## config.mk

```make
export PLATFORM = sky130hd
export DESIGN_NAME = inp_prefetch
export DESIGN_NICKNAME = d
export VERILOG_FILES = /design/src/rtl/inp_prefetch.sv
export SDC_FILE = /design/constraint.sdc
export NUM_CORES = 1
export LEC_CHECK = 0
export BUFFER_PORTS_ARGS = -buffer_cell sky130_fd_sc_hd__buf_2
export CORE_MARGIN = 4
export CORE_UTILIZATION = 42
export CTS_BUF_LIST = sky130_fd_sc_hd__clkbuf_8 sky130_fd_sc_hd__clkbuf_16
export DETAILED_ROUTE_END_ITERATION = 8
export GPL_TIMING_DRIVEN = 0
export SLEW_MARGIN = 20
export SYNTH_ARGS = -nofsm -noshare
export SYNTH_HDL_FRONTEND = slang
export SYNTH_SLANG_ARGS = --single-unit
```

## constraint.sdc

```tcl
create_clock -name clk -period 1.8 [get_ports clk]
set_input_delay 0.18 -clock clk [delete_from_list [all_inputs] [get_ports clk]]
set_output_delay 0.18 -clock clk [all_outputs]
set_load 0.01 [all_outputs]
```

## src/rtl/inp_prefetch.sv

```systemverilog
// Input prefetcher: masters the 4-phase inp_req/inp_ack handshake with
// input_unit and buffers captured words in a show-ahead FIFO for the CU.
module inp_prefetch #(
  parameter int DW    = 16,
  parameter int DEPTH = 4,
  parameter int CW    = $clog2(DEPTH + 1)
) (
  input  logic          clk,
  input  logic          rst,
  input  logic          pf_en,
  input  logic          flush,
  output logic          inp_req,
  input  logic [DW-1:0] inp_data,
  input  logic          inp_ack,
  output logic          rd_valid,
  output logic [DW-1:0] rd_data,
  input  logic          rd_ready,
  output logic [CW-1:0] count,
  output logic          busy
);

  localparam int PW = (DEPTH > 1) ? $clog2(DEPTH) : 1;

  typedef enum logic [1:0] {
    S_IDLE,
    S_REQ,
    S_WAIT
  } state_e;

  state_e          state_q, state_d;
  logic            req_q, req_d;
  logic            discard_q, discard_d;
  logic [PW-1:0]   wr_ptr_q, rd_ptr_q;
  logic [CW-1:0]   count_q;
  logic [DW-1:0]   mem_q [DEPTH];

  logic            start;
  logic            ack_in_req;
  logic            push;
  logic            pop;

  // Only one handshake is ever outstanding, so checking count here is
  // enough to guarantee the eventual push finds a free slot.
  always_comb begin
    if (pf_en) start = (count_q < CW'(DEPTH));
    else       start = (count_q == '0) && rd_ready;
  end

  always_comb begin
    // NOTE: every always_comb output gets a default first so no path
    // leaves it unassigned and infers a latch.
    state_d    = state_q;
    req_d      = req_q;
    discard_d  = discard_q;
    ack_in_req = 1'b0;
    case (state_q)
      S_IDLE: begin
        // Waiting for inp_ack=0 keeps a stale ack from being taken as a new one.
        if (!inp_ack && start) begin
          state_d = S_REQ;
          req_d   = 1'b1;
        end
      end
      S_REQ: begin
        if (flush) discard_d = 1'b1;
        if (inp_ack) begin
          ack_in_req = 1'b1;
          req_d      = 1'b0;
          state_d    = S_WAIT;
        end
      end
      S_WAIT: begin
        if (!inp_ack) begin
          discard_d = 1'b0;
          state_d   = S_IDLE;
        end
      end
      default: begin
        state_d = S_IDLE;
        req_d   = 1'b0;
      end
    endcase
  end

  always_ff @(posedge clk) begin
    if (rst) begin
      state_q   <= S_IDLE;
      req_q     <= 1'b0;
      discard_q <= 1'b0;
    end else begin
      state_q   <= state_d;
      req_q     <= req_d;
      discard_q <= discard_d;
    end
  end

  assign push = ack_in_req && !discard_q && !flush;
  assign pop  = rd_valid && rd_ready && !flush;

  always_ff @(posedge clk) begin
    if (rst || flush) begin
      wr_ptr_q <= '0;
      rd_ptr_q <= '0;
      count_q  <= '0;
    end else begin
      if (push) wr_ptr_q <= wr_ptr_q + 1'b1;
      if (pop)  rd_ptr_q <= rd_ptr_q + 1'b1;
      case ({push, pop})
        2'b10:   count_q <= count_q + 1'b1;
        2'b01:   count_q <= count_q - 1'b1;
        default: count_q <= count_q;
      endcase
    end
  end

  // NOTE: storage is deliberately not reset; count gates rd_data, so stale
  // entries are never visible and the array can map to plain registers/RAM.
  always_ff @(posedge clk) begin
    if (!rst && push) mem_q[wr_ptr_q] <= inp_data;
  end

  assign rd_valid = (count_q != '0);
  assign rd_data  = rd_valid ? mem_q[rd_ptr_q] : '0;
  assign count    = count_q;
  assign inp_req  = req_q;
  assign busy     = (state_q != S_IDLE);

endmodule

```

==> results.json <==
{
  "crit_type": "reg -> out",
  "rsz0062_at_grt": "true",
  "dp_cells": 318,
  "postRouteAntennaNets": 0,
  "place_ws_ps": -411,
  "vdd_drop_max_uv": 439,
  "first_pass_iters": 4,
  "worst-slew-pin-transition_ps": 462,
  "grt_pass1_vias": 1716,
  "p_leak_nw": 1.41,
  "synth_cell_type_count": 32,
  "syn-num-nets": 204,
  "vias_per_cell": 4.93,
  "slew_headroom": 0.692,
  "yosysTopAreaCell": "edfxtp_1",
  "synth_top_area_frac": 0.612,
  "ioPinCount": 44,
  "setup_slack_ps": -97.9,
  "timing.hold.ws_ps": 47.7,
  "drc": 0,
  "required_ps": 1620,
  "ys_seq_elements": 77,
  "cts_made_buffers": 9,
  "final_nets": 271,
  "hold_path_class": "in -> reg",
  "grt_overflow": 0,
  "synthFlopType": "edfxtp_1",
  "maxCapViolCount": 0,
  "p_per_area_nw_per_um2": 870,
  "wl_per_cell_um": 15.8,
  "layout-drive-gt1-share": 0.464,
  "period_share": 1.05,
  "synth_edf_count": 64,
  "period_minus_slack_ps": 1900,
  "clkTransAtPathRegs_ps": 80,
  "dieArea_um2": 8920,
  "yosysWarnings": 0,
  "layout.cells.non_filler": 347,
  "drt_iter0_drc": 83,
  "start_util": 0.433,
  "port_buffers": 43,
  "crit_path_max_fanout": 5,
  "fmax_ghz": 0.527,
  "globalRouteTotalUtil": 0.138,
  "reg2reg_from": "discard_q",
  "clkSinkCount": 77,
  "setup_viol": 12,
  "syn-instance-count": 176,
  "synthTopCellsByCount": "64 x edfxtp_1, 13 x dfxtp_1, 13 x nor2b_1, 10 x mux4_2, 9 x nor2_1",
  "rows": 31,
  "synth_most_common_cell": "edfxtp_1",
  "critPathCaptureType": "output pin",
  "synthTopCellsByArea": "edfxtp_1 61%, dfxtp_1 8.3%, mux4_2 7.2%",
  "violations": "negative setup slack",
  "async_flop_share": 0,
  "area_growth_pct": 26.5,
  "clock_skew_ps": 4.72,
  "die_x_um": 94.5,
  "status": "complete, but fails checks",
  "cts_hold_buf": 0,
  "diodes": 0,
  "routabilityCongestion": 0.712,
  "fillCellCount": 608,
  "final_max_slew_viol_count": 0,
  "die_h_um": 94.5,
  "antenna_found_initial": 0,
  "fp.coreArea_um2": 7250,
  "start_kind": "flop",
  "vias": 1711,
  "cts_tree": "built",
  "ys_seq_area_frac": 0.695,
  "cts.path.max_buffers": 2,
  "r2r_slack_ps": 20,
  "worstSkewPairLatency_ps": 340,
  "arrival_ps": 1720,
  "netlist_area_um2": 3140,
  "dpl_cell_area_um2": 3530,
  "htreeDepth": 3,
  "rr_worst_depth": 8,
  "grt_pass1_wl_mm": 8.94,
  "finalHoldViolations": 0,
  "grt_start_max_net_pins": 17,
  "worstReg2RegEnd": "count[2]",
  "root_buffer": "clkbuf_8",
  "cp-endpoint": "rd_data[7]",
  "stdcell_area_um2": 3970,
  "syn-mean-instance-area_um2": 17.8,
  "dp_hpwl_mm": 3.33,
  "drt_wl_total_mm": 5.50
}
[placed cells by master (no fill, tap or decap), types with 2 or more instances in the layout]
master / n
a21oi_1: 5
and2_2: 4
buf_12: 3
buf_2: 36
buf_4: 13
buf_6: 8
bufinv_16: 2
clkbuf_8: 9
clkinv_2: 2
dfxtp_1: 6
dfxtp_4: 6
edfxtp_1: 64
ha_1: 4
inv_1: 7
mux4_1: 5
mux4_2: 11
nand2_1: 4
nor2_1: 8
nor2b_1: 9
nor2b_4: 7
nor3b_1: 2
o21ai_0: 5
or2_2: 2
or3_1: 3
xor2_1: 3
[area by class of cell]
class                      count  area [um^2]  share of cell area
multi-input combinational     86          963               0.243
clock buffer                   9          124              0.0312
timing repair buffer          57          389              0.0980
clock inverter                 7         90.1              0.0227
tap                           99          124              0.0312
buffer                         5         50.0              0.0126
sequential                    77         2210               0.555
inverter                       7         26.3             0.00661
[report_power, final]
group	switching, mW	internal, mW
clock network	0.624	0.776
registers	0.00833	1.93
logic	0.0598	0.0581
total	0.692	2.76
[stage by stage]
step | utilization | setup TNS, ps | power (mW)
after floorplan | - | 0 | 2.02
after global placement | 0.486 | -25140 | 2.08
after CTS | 0.541 | -2390 | 3.48
after detailed placement | 0.486 | -25580 | 2.08
final | 0.548 | -870 | 3.46
after global routing | 0.548 | -4260 | 3.59
[critical path, cell delays in order (launching register included)]
cell     delay, ps
dfxtp_4        390
buf_4          160
mux4_1         550
nor2b_1        150
buf_2          130
[per-layer routing]
layer | vias to the layer above | global-route usage | share of wire
met4 | 0 | 0.0685 | 0.018
met3 | 7 | 0.0343 | 0.041
met2 | 41 | 0.211 | 0.48
met1 | 856 | 0.185 | 0.46
li1 | 807 | - | -
met5 | - | 0 | 0
[worst min-delay path by stage]
stage                            from           to  cells past startpoint  slack, ps
final                     inp_data[1]  mem_q[1][1]                      1         50
after global routing      inp_data[0]  mem_q[1][0]                      1         30
after CTS                 inp_data[0]  mem_q[3][0]                      1         30
after detailed placement  inp_data[0]  mem_q[3][0]                      1        400
after global placement    inp_data[3]  mem_q[3][3]                      1        400
after floorplan                   rst   state_q[1]                      1        250
[logic make-up (layout without fill, tap and decap cells)]
group	count (synthesis)	after routing	synth area share
muxes	17	17	0.125
xor gates and xnor gates	4	4	0.0112
AOI/OAI and AO/OA	15	15	0.0279
buffers and inverters	13	85	0.0243
and+or+nand+nor	44	44	0.0904
DFF	77	77	0.695
adders and majority gates	6	6	0.0263
[what timing repair did]
item,in CTS,in global routing
pin swaps,6,1
gates resized for setup,16,17
endpoints found under the setup margin,83,18
cloned,1,0
buffers inserted,11,3
[registers in the layout, indices dropped and copies added, names as in the netlist, named ones only]
signal / cells
state_q: 2
rd_ptr_q: 2
inp_req: 1
count: 3
mem_q: 64
discard_q: 1
wr_ptr_q: 2
Power figures use the tool's default switching activity.
